<file path="src/rtl/laser_cover_scorer_if.sv">
// rtl/laser_cover_scorer_if.sv - point stream, centre and score bundle for laser_cover_scorer
interface laser_cover_scorer_if #(
  parameter int CNT_W = 6
);
  logic             pt_valid;
  logic [3:0]       x;
  logic [3:0]       y;
  logic [3:0]       c1x;
  logic [3:0]       c1y;
  logic [3:0]       c2x;
  logic [3:0]       c2y;
  logic             done;
  logic [CNT_W-1:0] cov1;
  logic [CNT_W-1:0] cov2;
  logic [CNT_W-1:0] cov_union;
  logic             score_valid;
  logic             busy;
  logic             err;
  logic [CNT_W-1:0] best_union;
  logic             new_best;

  modport master (
    output pt_valid, x, y, c1x, c1y, c2x, c2y, done,
    input  cov1, cov2, cov_union, score_valid, busy, err, best_union, new_best
  );

  modport slave (
    input  pt_valid, x, y, c1x, c1y, c2x, c2y, done,
    output cov1, cov2, cov_union, score_valid, busy, err, best_union, new_best
  );
endinterface

</file>
<file path="src/rtl/laser_cover_scorer.sv">
// rtl/laser_cover_scorer.sv - radius-4 two-centre coverage scorer over a snooped point frame
// Optional best-union tracking is built when SCORE_BEST_EN is defined.
module laser_cover_scorer #(
  parameter int NUM_PTS = 40,
  parameter int CNT_W   = 6
) (
  input logic                 clk,
  input logic                 rst_n,
  laser_cover_scorer_if.slave bus
);
  typedef enum logic [1:0] {LOAD, WAIT, SCAN} state_t;

  localparam logic [CNT_W-1:0] LAST = CNT_W'(NUM_PTS - 1);

  state_t           state;
  logic [CNT_W-1:0] cnt, idx;
  logic [CNT_W-1:0] acc1, acc2, accu;
  logic [CNT_W-1:0] cov1_r, cov2_r, covu_r;
  logic [3:0]       c1x_r, c1y_r, c2x_r, c2y_r;
  logic             score_valid_r, err_r;
  logic [7:0]       pt_mem [NUM_PTS];
  logic [7:0]       pt;
  logic             in1, in2;
  logic [CNT_W-1:0] next1, next2, nextu;

  function automatic logic [3:0] abs_diff(input logic [3:0] a, input logic [3:0] b);
    return (a >= b) ? a - b : b - a;
  endfunction

  // Row per dx, bit per dy: set where dx*dx + dy*dy <= 16.
  function automatic logic inside_r4(input logic [3:0] dx, input logic [3:0] dy);
    logic [7:0] row;
    case (dx)
      4'd0:       row = 8'b0001_1111;
      4'd1, 4'd2: row = 8'b0000_1111;
      4'd3:       row = 8'b0000_0111;
      4'd4:       row = 8'b0000_0001;
      default:    row = 8'b0000_0000;
    endcase
    return (dy <= 4'd4) && row[dy[2:0]];
  endfunction

  always_ff @(posedge clk) begin
    if (state == LOAD && bus.pt_valid)
      pt_mem[cnt] <= {bus.x, bus.y};
  end

  always_comb begin
    pt    = pt_mem[idx];
    in1   = inside_r4(abs_diff(pt[7:4], c1x_r), abs_diff(pt[3:0], c1y_r));
    in2   = inside_r4(abs_diff(pt[7:4], c2x_r), abs_diff(pt[3:0], c2y_r));
    next1 = acc1 + {{(CNT_W-1){1'b0}}, in1};
    next2 = acc2 + {{(CNT_W-1){1'b0}}, in2};
    nextu = accu + {{(CNT_W-1){1'b0}}, in1 | in2};
  end

  always_ff @(posedge clk or negedge rst_n) begin
    if (!rst_n) begin
      state         <= LOAD;
      cnt           <= '0;
      idx           <= '0;
      acc1          <= '0;
      acc2          <= '0;
      accu          <= '0;
      cov1_r        <= '0;
      cov2_r        <= '0;
      covu_r        <= '0;
      c1x_r         <= '0;
      c1y_r         <= '0;
      c2x_r         <= '0;
      c2y_r         <= '0;
      score_valid_r <= 1'b0;
      err_r         <= 1'b0;
    end else begin
      score_valid_r <= 1'b0;
      case (state)
        LOAD: begin
          if (bus.done)
            err_r <= 1'b1;
          if (bus.pt_valid) begin
            cnt <= cnt + 1'b1;
            if (cnt == LAST)
              state <= WAIT;
          end
        end
        WAIT: begin
          if (bus.done) begin
            c1x_r <= bus.c1x;
            c1y_r <= bus.c1y;
            c2x_r <= bus.c2x;
            c2y_r <= bus.c2y;
            acc1  <= '0;
            acc2  <= '0;
            accu  <= '0;
            idx   <= '0;
            state <= SCAN;
          end
        end
        SCAN: begin
          if (idx == LAST) begin
            cov1_r        <= next1;
            cov2_r        <= next2;
            covu_r        <= nextu;
            score_valid_r <= 1'b1;
            cnt           <= '0;
            state         <= LOAD;
          end else begin
            acc1 <= next1;
            acc2 <= next2;
            accu <= nextu;
            idx  <= idx + 1'b1;
          end
        end
        default: state <= LOAD;
      endcase
    end
  end

`ifdef SCORE_BEST_EN
  logic [CNT_W-1:0] best_r;
  logic             new_best_r;

  always_ff @(posedge clk or negedge rst_n) begin
    if (!rst_n) begin
      best_r     <= '0;
      new_best_r <= 1'b0;
    end else begin
      new_best_r <= 1'b0;
      if (state == SCAN && idx == LAST && nextu > best_r) begin
        best_r     <= nextu;
        new_best_r <= 1'b1;
      end
    end
  end

  assign bus.best_union = best_r;
  assign bus.new_best   = new_best_r;
`else
  assign bus.best_union = '0;
  assign bus.new_best   = 1'b0;
`endif

  assign bus.cov1        = cov1_r;
  assign bus.cov2        = cov2_r;
  assign bus.cov_union   = covu_r;
  assign bus.score_valid = score_valid_r;
  assign bus.busy        = (state == SCAN);
  assign bus.err         = err_r;
endmodule

</file>
<file path="src/flat_wrapper.sv">
// flat-port wrapper written by rule: the top's interface ports become plain ports
module laser_cover_scorer_flat 
#(
  parameter int NUM_PTS = 40,
  parameter int CNT_W   = 6
)
  (clk, rst_n, bus_pt_valid, bus_x, bus_y, bus_c1x, bus_c1y, bus_c2x, bus_c2y, bus_done, bus_cov1, bus_cov2, bus_cov_union, bus_score_valid, bus_busy, bus_err, bus_best_union, bus_new_best);
  laser_cover_scorer_if #(.CNT_W(CNT_W)) bus_i ();
  input logic clk;
  input logic rst_n;
  input wire logic [$bits(bus_i.pt_valid)-1:0] bus_pt_valid;
  input wire logic [$bits(bus_i.x)-1:0] bus_x;
  input wire logic [$bits(bus_i.y)-1:0] bus_y;
  input wire logic [$bits(bus_i.c1x)-1:0] bus_c1x;
  input wire logic [$bits(bus_i.c1y)-1:0] bus_c1y;
  input wire logic [$bits(bus_i.c2x)-1:0] bus_c2x;
  input wire logic [$bits(bus_i.c2y)-1:0] bus_c2y;
  input wire logic [$bits(bus_i.done)-1:0] bus_done;
  output wire logic [$bits(bus_i.cov1)-1:0] bus_cov1;
  output wire logic [$bits(bus_i.cov2)-1:0] bus_cov2;
  output wire logic [$bits(bus_i.cov_union)-1:0] bus_cov_union;
  output wire logic [$bits(bus_i.score_valid)-1:0] bus_score_valid;
  output wire logic [$bits(bus_i.busy)-1:0] bus_busy;
  output wire logic [$bits(bus_i.err)-1:0] bus_err;
  output wire logic [$bits(bus_i.best_union)-1:0] bus_best_union;
  output wire logic [$bits(bus_i.new_best)-1:0] bus_new_best;
  assign bus_i.pt_valid = bus_pt_valid;
  assign bus_i.x = bus_x;
  assign bus_i.y = bus_y;
  assign bus_i.c1x = bus_c1x;
  assign bus_i.c1y = bus_c1y;
  assign bus_i.c2x = bus_c2x;
  assign bus_i.c2y = bus_c2y;
  assign bus_i.done = bus_done;
  assign bus_cov1 = bus_i.cov1;
  assign bus_cov2 = bus_i.cov2;
  assign bus_cov_union = bus_i.cov_union;
  assign bus_score_valid = bus_i.score_valid;
  assign bus_busy = bus_i.busy;
  assign bus_err = bus_i.err;
  assign bus_best_union = bus_i.best_union;
  assign bus_new_best = bus_i.new_best;
  laser_cover_scorer #(.NUM_PTS(NUM_PTS), .CNT_W(CNT_W)) u_core (.clk(clk), .rst_n(rst_n), .bus(bus_i));
endmodule
</file>
<file path="config.mk">
export PLATFORM = sky130hd
export DESIGN_NAME = laser_cover_scorer_flat
export DESIGN_NICKNAME = d
export VERILOG_FILES = /design/src/rtl/laser_cover_scorer_if.sv /design/src/rtl/laser_cover_scorer.sv /design/src/flat_wrapper.sv
export SDC_FILE = /design/constraint.sdc
export NUM_CORES = 1
export LEC_CHECK = 0
export BUFFER_PORTS_ARGS = -buffer_cell sky130_fd_sc_hd__buf_2
export CAP_MARGIN = 15
export CORE_MARGIN = 10
export CORE_UTILIZATION = 29
export DETAILED_ROUTE_END_ITERATION = 12
export SLEW_MARGIN = 10
export SYNTH_ARGS = -nofsm -noshare
export SYNTH_HDL_FRONTEND = slang
export SYNTH_SLANG_ARGS = --single-unit
</file>
<file path="constraint.sdc">
create_clock -name clk -period 5.85 [get_ports clk]
set_input_delay 0.2925 -clock clk [delete_from_list [all_inputs] [get_ports clk]]
set_output_delay 0.2925 -clock clk [all_outputs]
set_load 0.02 [all_outputs]
</file>
==> impl_metrics.csv, run 1 <==
group,metric,value,unit
logic_synthesis,synth_edf_count,320,
drt,drt-vias-per-instance,4.756,
drt,drt_iter0_drc,825,
pwr,seq_power_share,35.2,%
floorplanning,num_io_pins,56,
critical_path,cp-start-kind,"flip-flop",
drt,drt-total-wl,37.08,mm
drt,ant_nets,0,
sta,fin_crit_sh,92.96,%
pwr,p_int,6377,uW
critical_path,critical_path_arrival,5.83,ns
logic_synthesis,ys_seq_area_share,68.06,%
placed_design,dpl_worst_slack,0.4317,ns
sta,slew_headroom,28.57,%
sta,rsz0062_at_grt,"false",
pwr,p_leak,0.006590,uW
layout,drive_gt1_share,22.04,%
sta,setup_tns,0,ns
floorplanning,dieArea,67280,um^2
global_route,grt_pass1_vias,9037,
clock_tree,clkTransAtPathRegs,0.06,ns
critical_path,regToRegStartpoint,"u_core.idx[0]$_DFFE_PN0P_",
worst_hold_path,min_from,"bus_c2y[1]",
placed_design,io_buffers,48,
critical_path,endpoint_kind,"flip-flop",
pwr,switching_share,35.23,%
worst_hold_path,hold_path_class,"in2reg",
clock_tree,cts.root.buffer_cell,"clkbuf_16",
pwr,power_density,515.5,nW/um^2
logic_synthesis,ys_seq_elements,388,
logic_synthesis,synth-main-ff-cell,"edfxtp_1",
sta,drv_slew,0,
critical_path,crit_fanout,27,
sta,hold_violations,0,
sta,setup_violations,0,
logic_synthesis,synth_top_cell_area_share,57.82,%
critical_path,crit_type,"reg2reg",
sta,setup_ws,0.4120,ns
floorplanning,rows,87,
floorplanning,start_util,29.36,%
floorplanning,die_w,259.4,um
critical_path,cp.required,6.24,ns
logic_synthesis,ys_warn_count,0,
floorplanning,core_area,56600,um^2
clock_tree,cts_tree,"yes",
worst_hold_path,holdPathEnd,"u_core.c2y_r[1]$_DFFE_PN0P_",
pwr,p_clk_share,24.3,%
worst_hold_path,whs_path_depth,3,
sta,timing.final.crit_period,5.438,ns
logic_synthesis,synth.area.top_cells,"edfxtp_1, mux4_2, dfrtp_1",
drt,routedWlPerCell,19.99,um
drt,vias,8823,
layout,filler_cell_count,5410,
placed_design,routabilityCongestion,0.7979,
run_status,status,"finished clean",
critical_path,reg2reg_slack,0.41,ns
clock_tree,max-clock-path-buffers,3,
pwr,peakVddDrop,0.0002235,V
job,cap_violations,0,
logic_synthesis,syn_inst,1000,
global_route,grt_max_degree,69,
pwr,combinationalPowerShare,40.5,%
logic_synthesis,yosysMostFrequentCell,"edfxtp_1",
global_route,antenna_found_initial,2,
drt,dr.pass1.iters,5,
clock_tree,htreeDepth,2,
logic_synthesis,syn_area,16620,um^2
logic_synthesis,synth.distinct_cells,56,
pwr,p_sw,3469,uW
sta,finClkSkew,0.01990,ns
logic_synthesis,syn_avg_cell_area,16.62,um^2
logic_synthesis,synth_largest_area_cell,"edfxtp_1",
drt,drc,0,
global_route,grt_overflow,0,
placed_design,dp_hpwl,23.93,mm
floorplanning,die_h,259.4,um
layout,finalNetCount,1144,
layout,syn2layout_area_growth,14.92,%
logic_synthesis,synth_common_cells,"edfxtp_1, mux4_2, nor2_1",
logic_synthesis,async_flop_share,17.53,%
clock_tree,cts.sinks,388,
clock_tree,numCtsBuffers,39,
sta,tightestPinTransition,1.068,ns
global_route,grt_use_total,10.96,%
sta,max_freq,0.1839,GHz
critical_path,rr_worst_depth,19,
clock_tree,clk_latency,0.55,ns
global_route,grt_pass1_wl,56.62,mm
critical_path,rr_endpoint,"u_core.accu[4]$_DFFE_PN0P_",
clock_tree,cts_resized,0,
## timing repair
action                    4_1_cts  5_1_grt
hold endpoints to repair       82        0
setup buffers                   0        0
hold buffers                   15        0
## flip-flops by register name, summed over array words and instances, names as in the netlist, 6 cells and up
signal	cells
u_core.acc1	6
u_core.bus.cov_union	6
u_core.pt_mem	320
u_core.idx	6
u_core.bus.cov1	6
u_core.bus.cov2	6
u_core.cnt	6
u_core.accu	6
u_core.acc2	6
## worst max-delay path: stages (launching register included)
cell	delay, ns
dfrtp_4	0.47
buf_12	0.24
mux4_2	0.52
mux4_2	0.53
mux2_2	0.31
o21ai_2	0.37
inv_2	0.14
fa_1	0.46
a21oi_1	0.25
o21bai_1	0.15
o21bai_1	0.18
and3_1	0.17
nor4_1	0.31
o211a_1	0.26
a21o_1	0.12
ha_1	0.17
ha_1	0.23
nand3_1	0.11
xor2_1	0.17
o21ai_0	0.09
## power by group through the flow
stage	registers, uW	logic (uW)	clock network, uW
after global routing	3500	4400	2560
final	3470	3990	2390
after floorplan	3430	2930	0
after CTS	3480	3990	2450
after global placement	3530	3890	0
after detailed placement	3540	3960	0
## stage by stage
step           area (um^2)  power [uW]  cells  utilization (%)  hold slack, ns
6_report             19100        9846   1855            33.74         0.01175
5_1_grt              19100       10460   1854            33.74         0.01202
4_1_cts              19070        9930   1853            33.69        0.009516
3_5_place_dp         17730        7500   1771            31.32          0.4560
3_3_place_gp         17730        7419   1771            31.32          0.4387
2_1_floorplan        16640        6366   1006                -       -0.003091
## cell type report
type                    instances  area (um^2)  share of cell area [%]
clock inverters                20        185.2                  0.9696
well taps                     756        945.9                   4.953
inverters                      37        138.9                  0.7272
clock buffers                  47         1006                   5.267
diodes                          1        2.502                 0.01310
flip-flops and latches        388        11320                   59.26
multi-input cells             530         4928                   25.81
repair buffers                 76        573.1                   3.001
## worst max path at each step
stage / end / startpoint
after floorplan: u_core.acc1[4]$_DFFE_PN0P_ / u_core.idx[0]$_DFFE_PN0P_
after global placement: u_core.acc1[4]$_DFFE_PN0P_ / u_core.idx[0]$_DFFE_PN0P_
after detailed placement: u_core.accu[4]$_DFFE_PN0P_ / u_core.idx[0]$_DFFE_PN0P_
after CTS: u_core.accu[4]$_DFFE_PN0P_ / u_core.idx[0]$_DFFE_PN0P_
after global routing: u_core.accu[4]$_DFFE_PN0P_ / u_core.idx[0]$_DFFE_PN0P_
final: u_core.accu[4]$_DFFE_PN0P_ / u_core.idx[0]$_DFFE_PN0P_
## kinds of logic (layout without fill, tap and decap cells)
family          Yosys count  count (layout)  share of synthesized area (%)
mux                     117             117                          14.38
compound gates          117             117                          4.254
other cells               1               8                        0.02257
buf+inv                  88             180                          2.432
simple gates            224             224                          6.068
flops                   388             388                          68.06
fa+ha+maj                44              44                          3.674
xor+xnor                 21              21                          1.107
## metal layers
metal / share of wire, % / wire length (um) / vias up / track usage, %
li1: - / - / 3982 / -
met1: 45 / 16730 / 4549 / 15.09
met2: 47 / 17400 / 245 / 17.36
met3: 6.2 / 2284 / 45 / 2.371
met4: 1.8 / 651 / 2 / 2.615
met5: 0.046 / 17 / - / 0
## layout by cell type, fill, tap and decap left out, types with 12 or more instances in the layout
cell type	n
nand2_1	70
mux4_2	96
ha_1	36
nor2b_1	12
edfxtp_1	320
xor2_1	15
a21oi_1	27
clkbuf_16	39
nand3_1	32
dlygate4sd3_1	15
buf_2	47
mux2_2	13
dfrtp_1	66
nor2_1	71
inv_1	30
o21ai_0	44
Note: power is estimated with default switching activity, not from simulation.
==> inputs of run 2 (changes only) <==
--- a/config.mk
+++ b/config.mk
@@ -10,6 +10,8 @@
 export CORE_MARGIN = 10
 export CORE_UTILIZATION = 29
 export DETAILED_ROUTE_END_ITERATION = 12
+export HOLD_SLACK_MARGIN = 0.02
+export SKIP_LAST_GASP = 1
 export SLEW_MARGIN = 10
 export SYNTH_ARGS = -nofsm -noshare
 export SYNTH_HDL_FRONTEND = slang
==> constraint.sdc (replaced) <==
create_clock -name clk -period 4.4 [get_ports clk]
set_input_delay 0.22 -clock clk [delete_from_list [all_inputs] [get_ports clk]]
set_output_delay 0.22 -clock clk [all_outputs]
set_load 0.02 [all_outputs]
==> impl_metrics.csv, run 2 (synthesized netlist as in run 1, its figures left out) <==
group,metric,value,unit
critical_path,cpMostUsedCell,"ha_4",
pwr,total_power,15650,uW
layout,fin_area,20750,um^2
drt,drt-total-wl,38.42,mm
pwr,p_int,10170,uW
pwr,peakVddDrop,0.0003551,V
critical_path,crit_buf_inv,4,
placed_design,dpl_worst_slack,-0.7164,ns
pwr,p_leak,0.007224,uW
placed_design,io_buffers,48,
job,cap_violations,0,
global_route,grt_overflow,0,
clock_tree,clk_latency,0.56,ns
placed_design,routabilityCongestion,0.8125,
sta,slew_headroom,29.83,%
pwr,p_sw,5485,uW
clock_tree,cts_tree,"yes",
worst_hold_path,hold_path_class,"in2async",
drt,dr.pass1.iters,5,
layout,final_common_cell,"edfxtp_1",
layout,syn2layout_area_growth,24.88,%
sta,timing.final.crit_period,5.087,ns
critical_path,cpLargestDelayFamily,"multiplexers",
pwr,combinationalPowerShare,50.2,%
global_route,grt_pass1_wl,58.35,mm
pwr,switching_share,35.05,%
clock_tree,clkTransAtPathRegs,0.07,ns
critical_path,crit_fanout,7,
sta,rsz0062_at_grt,"true",
critical_path,rr_worst_depth,22,
drt,drt_iter0_drc,669,
layout,drive_gt1_share,35.60,%
pwr,power_density,754.1,nW/um^2
sta,fin_crit_sh,115.6,%
drt,ant_nets,0,
critical_path,endpoint_kind,"flip-flop",
clock_tree,cts.sinks,388,
critical_path,max_stage_delay,0.54,ns
sta,tightestPinTransition,1.049,ns
pwr,seq_power_share,29.5,%
critical_path,cp_cell_sequence,"buf_12 -> buf_12 -> mux4_2 -> mux4_2 -> mux2_4 -> o21ai_4 -> buf_6 -> ha_4 -> inv_2 -> fa_2 -> a21oi_4 -> o21bai_4 -> o21bai_4 -> and3_4 -> nor4_4 -> o211a_1 -> a21o_1 -> ha_4 -> ha_4 -> nand3_4 -> xor2_2 -> a21oi_1",
sta,setup_ws,-0.6867,ns
sta,holdWs,0.1751,ns
clock_tree,numCtsBuffers,39,
placed_design,dp_hpwl,24.56,mm
drt,routedWlPerCell,19.59,um
layout,n_antenna_cell,0,
global_route,grt_use_total,11.24,%
floorplanning,die_h,259.4,um
layout,top_register,"u_core.pt_mem",
floorplanning,dieArea,67280,um^2
run_status,violations,"negative setup slack",
global_route,antenna_found_initial,0,
floorplanning,rows,87,
sta,hold_violations,0,
sta,drv_slew,0,
floorplanning,die_w,259.4,um
clock_tree,htreeDepth,2,
sta,finClkSkew,0.02347,ns
drt,drt-vias-per-instance,4.728,
drt,drc,0,
critical_path,cp.required,4.80,ns
critical_path,crit_slowest_cell,"dfrtp_4",
critical_path,critical_path_arrival,5.49,ns
pwr,p_clk_share,20.3,%
layout,final_cells,1961,
sta,max_freq,0.1966,GHz
drt,vias,9272,
floorplanning,num_io_pins,56,
critical_path,worst-path-stages,22,
layout,largest_reg_flops,320,
placed_design,place_inst,1845,
placed_design,placed_area,18470,um^2
global_route,grt_pass1_vias,9477,
critical_path,crit_type,"reg2reg",
clock_tree,cts.root.buffer_cell,"clkbuf_16",
clock_tree,max-clock-path-buffers,3,
floorplanning,core_area,56600,um^2
critical_path,cp-start-kind,"flip-flop",
floorplanning,start_util,29.36,%
layout,final_cell_mix,"edfxtp_1, mux4_2, buf_4, nor2_1",
sta,setup_violations,36,
run_status,status,"finished with violations",
layout,finalNetCount,1250,
global_route,grt_max_degree,41,
run 2: cell types whose count changed in the layout (fill, tap and decap cells not counted), sizes merged:
cell,previous run,this run
clkinv,15,13
bufinv,3,2
inv,39,40
buf,61,163
clkinvlp,0,2
diode,1,0
dlygate4sd3,15,19
clkbuf,47,48
run 2: cell type report:
class | instances | area [um^2]
sequential | 388 | 11320
clock inverter | 20 | 178.9
inverter | 37 | 138.9
multi-input combinational | 530 | 5570
timing repair buffer | 182 | 1592
fill | 5287 | 35850
clock buffer | 48 | 1010
tap | 756 | 945.9
run 2: final timing paths:
path                                            startpoint                             endpoint  slack, ns
worst max-delay path             u_core.idx[0]$_DFFE_PN0P_  u_core.bus.cov_union[4]$_DFFE_PN0P_      -0.69
worst min-delay path                                 rst_n          u_core.c1y_r[1]$_DFFE_PN0P_       0.18
worst max register to register   u_core.idx[0]$_DFFE_PN0P_  u_core.bus.cov_union[4]$_DFFE_PN0P_      -0.69
worst min register to register  u_core.bus.err$_DFFE_PN0P_           u_core.bus.err$_DFFE_PN0P_       0.47
max in group asynchronous                            rst_n            u_core.idx[1]$_DFFE_PN0P_       3.34
min in group clk                                  bus_y[1]       u_core.pt_mem[28][1]$_DFFE_PP_       0.26
run 2: stage by stage:
step | setup TNS [ns] | utilization, %
final | -19.59 | 36.66
after global routing | -25.64 | 36.66
after CTS | -17.22 | 36.01
after detailed placement | -19.93 | 32.63
after global placement | -17.83 | 32.63
after floorplan | -1.240 | -
run 2: repair_timing:
item                       4_1_cts  5_1_grt
hold endpoints to repair        57        0
hold buffers                    19        0
resized for setup               61       63
buffers inserted                16       11
cloned                           4        0
pin swaps                       29       35
setup endpoints to repair       36       36
run 2: power by group through the flow:
stage	Sequential, uW	Clock (uW)	Combinational (uW)
3_3_place_gp	4630	0	6340
5_1_grt	4650	3410	8500
3_5_place_dp	4640	0	6440
4_1_cts	4600	3250	7230
6_report	4620	3180	7860
2_1_floorplan	4580	0	4090
run 2: metal layers:
layer	global-route usage, %	vias to the layer above	share of wire, %
li1	-	4179	-
met1	15.76	4772	45
met2	17.72	270	47
met3	2.274	51	6.3
met4	2.388	0	1.6
met5	0	-	0
==> inputs of run 3 (changes only) <==
--- a/config.mk
+++ b/config.mk
@@ -5,11 +5,11 @@
 export SDC_FILE = /design/constraint.sdc
 export NUM_CORES = 1
 export LEC_CHECK = 0
-export BUFFER_PORTS_ARGS = -buffer_cell sky130_fd_sc_hd__buf_2
 export CAP_MARGIN = 15
 export CORE_MARGIN = 10
 export CORE_UTILIZATION = 29
 export DETAILED_ROUTE_END_ITERATION = 12
+export DONT_BUFFER_PORTS = 1
 export HOLD_SLACK_MARGIN = 0.02
 export SKIP_LAST_GASP = 1
 export SLEW_MARGIN = 10
==> impl_metrics.csv, run 3 (synthesized netlist as in run 1, its figures left out) <==
group,metric,value,unit
drt,drc,0,
critical_path,crit_fanout,7,
critical_path,crit_slowest_cell,"dfrtp_4",
clock_tree,max-clock-path-buffers,3,
floorplanning,die_h,259.4,um
floorplanning,dieArea,67280,um^2
layout,ff_latch_area,11320,um^2
clock_tree,clk_latency,0.54,ns
sta,max_freq,0.1976,GHz
clock_tree,cts_tree,"yes",
sta,timing.final.crit_period,5.062,ns
drt,routedWlPerCell,19.72,um
critical_path,regToRegStartpoint,"u_core.idx[0]$_DFFE_PN0P_",
critical_path,rr_endpoint,"u_core.bus.cov_union[4]$_DFFE_PN0P_",
sta,hold_violations,0,
job,cap_violations,0,
run_status,violations,"negative setup slack",
sta,finClkSkew,0.01828,ns
layout,multi_input_area,5435,um^2
global_route,grt_pass1_wl,58.62,mm
layout,n_antenna_cell,0,
critical_path,endpoint,"u_core.bus.cov_union[4]$_DFFE_PN0P_",
drt,drt_iter0_drc,683,
sta,tightestPinTransition,0.9699,ns
critical_path,critical_path_arrival,5.45,ns
critical_path,cp-start-kind,"flip-flop",
global_route,antenna_found_initial,0,
floorplanning,rows,87,
layout,final_common_cell,"edfxtp_1",
layout,final_cell_mix,"edfxtp_1, mux4_2, buf_4, nor2_1",
floorplanning,die_w,259.4,um
layout,post-route-util,36.28,%
sta,rsz0062_at_grt,"true",
floorplanning,num_io_pins,56,
worst_hold_path,hold_path_class,"in2reg",
drt,vias,9116,
clock_tree,cts.root.buffer_cell,"clkbuf_16",
sta,setup_violations,36,
drt,drt-total-wl,37.82,mm
run_status,status,"finished with violations",
global_route,grt_max_degree,69,
drt,ant_nets,0,
global_route,grt_pass1_vias,9414,
clock_tree,htreeDepth,2,
clock_tree,clkTransAtPathRegs,0.06,ns
critical_path,reg2reg_slack,-0.66,ns
sta,drv_slew,0,
drt,drt-vias-per-instance,4.753,
sta,setup_tns,-19.09,ns
critical_path,cp_cell_sequence,"buf_12 -> buf_12 -> mux4_2 -> mux4_2 -> mux2_4 -> o21ai_4 -> buf_4 -> ha_4 -> inv_2 -> fa_2 -> a21oi_4 -> o21bai_1 -> o21bai_2 -> and3_1 -> nor4_1 -> o211a_1 -> a21o_1 -> ha_4 -> ha_4 -> nand3_4 -> xor2_2 -> a21oi_2",
critical_path,rr_worst_depth,22,
drt,dr.pass1.iters,5,
pwr,p_leak,0.007076,uW
critical_path,crit_type,"reg2reg",
critical_path,max_stage_delay,0.53,ns
global_route,grt_overflow,0,
sta,setup_ws,-0.6616,ns
critical_path,crit_start,"u_core.idx[0]$_DFFE_PN0P_",
layout,syn2layout_area_growth,23.56,%
placed_design,io_buffers,0,
sta,slew_headroom,35.10,%
layout,filler_cell_count,5337,
pwr,power_density,737.1,nW/um^2
critical_path,endpoint_kind,"flip-flop",
placed_design,dp_hpwl,25.02,mm
clock_tree,cts.sinks,388,
global_route,grt_use_total,11.20,%
sta,fin_crit_sh,115.0,%
layout,drive_gt1_share,31.67,%
pwr,peakVddDrop,0.0003693,V
layout,largest_reg_flops,320,
floorplanning,start_util,29.36,%
critical_path,cpMostUsedCell,"ha_4",
critical_path,cp.required,4.79,ns
clock_tree,numCtsBuffers,39,
layout,finalNetCount,1207,
floorplanning,core_area,56600,um^2
placed_design,routabilityCongestion,0.7913,
layout,top_register,"u_core.pt_mem",
-- run 3: final cells by class --
type / instances / share of cell area (%)
clock buffers: 45 / 5.015
repair buffers: 139 / 7.050
multi-input cells: 530 / 26.47
flip-flops and latches: 388 / 55.12
inverters: 37 / 0.6886
clock inverters: 23 / 1.048
well taps: 756 / 4.607
-- run 3: per-layer routing --
metal,GRT usage [%],vias to the layer above,routed length (um)
met5,0,-,0
met4,2.274,0,551
met3,2.371,42,2205
met2,17.16,220,17170
met1,16.09,4756,17890
li1,-,4098,-
-- run 3: critical path, delay by kind of cell, from the launching register on --
kind	cells	cell delay, ns
compound gates	7	1.16
xor+xnor	1	0.21
fa+ha+maj	4	0.78
buf+inv	4	0.45
flops	1	0.53
mux	3	1.31
simple gates	3	0.48
-- run 3: how the worst min path moves through the flow --
| stage | start | endpoint | slack, ns | cells after the start |
|---|---|---|---|---|
| 3_5_place_dp | rst_n | u_core.c2y_r[3]$_DFFE_PN0P_ | -0.07 | 0 |
| 6_report | bus_done | u_core.acc2[5]$_DFFE_PN0P_ | 0.19 | 4 |
| 3_3_place_gp | rst_n | u_core.c1y_r[2]$_DFFE_PN0P_ | -0.07 | 0 |
| 5_1_grt | bus_done | u_core.accu[0]$_DFFE_PN0P_ | 0.21 | 4 |
| 4_1_cts | bus_done | u_core.acc2[1]$_DFFE_PN0P_ | 0.16 | 4 |
| 2_1_floorplan | rst_n | u_core.acc1[0]$_DFFE_PN0P_ | -0.08 | 0 |
-- run 3: report_power, final --
| group | switching, uW | internal, uW |
|---|---|---|
| Combinational | 3510 | 3690 |
| Sequential | 387 | 4300 |
| Clock | 1390 | 1860 |
| Total | 5290 | 9850 |
-- run 3: what timing repair did --
| item | in CTS | in global routing |
|---|---|---|
| setup endpoints to repair | 36 | 36 |
| buffers inserted | 12 | 5 |
| pin swaps | 45 | 21 |
| hold endpoints to repair | 408 | 0 |
| cloned | 1 | 0 |
| gates resized for setup | 67 | 31 |
| hold buffers | 36 | 0 |
-- run 3: through the flow --
| stage | area (um^2) | std cells | hold WS [ns] | power [uW] | setup WS [ns] |
|---|---|---|---|---|---|
| CTS | 20370 | 1913 | 0.1635 | 14870 | -0.5835 |
| global placement | 18230 | 1797 | -0.07057 | 10830 | -0.7031 |
| detailed placement | 18230 | 1797 | -0.07123 | 10880 | -0.7140 |
| floorplan | 16790 | 1006 | -0.07559 | 8664 | -0.1195 |
| global route | 20530 | 1918 | 0.2079 | 16020 | -0.8066 |
| finish | 20530 | 1918 | 0.1855 | 15140 | -0.6616 |
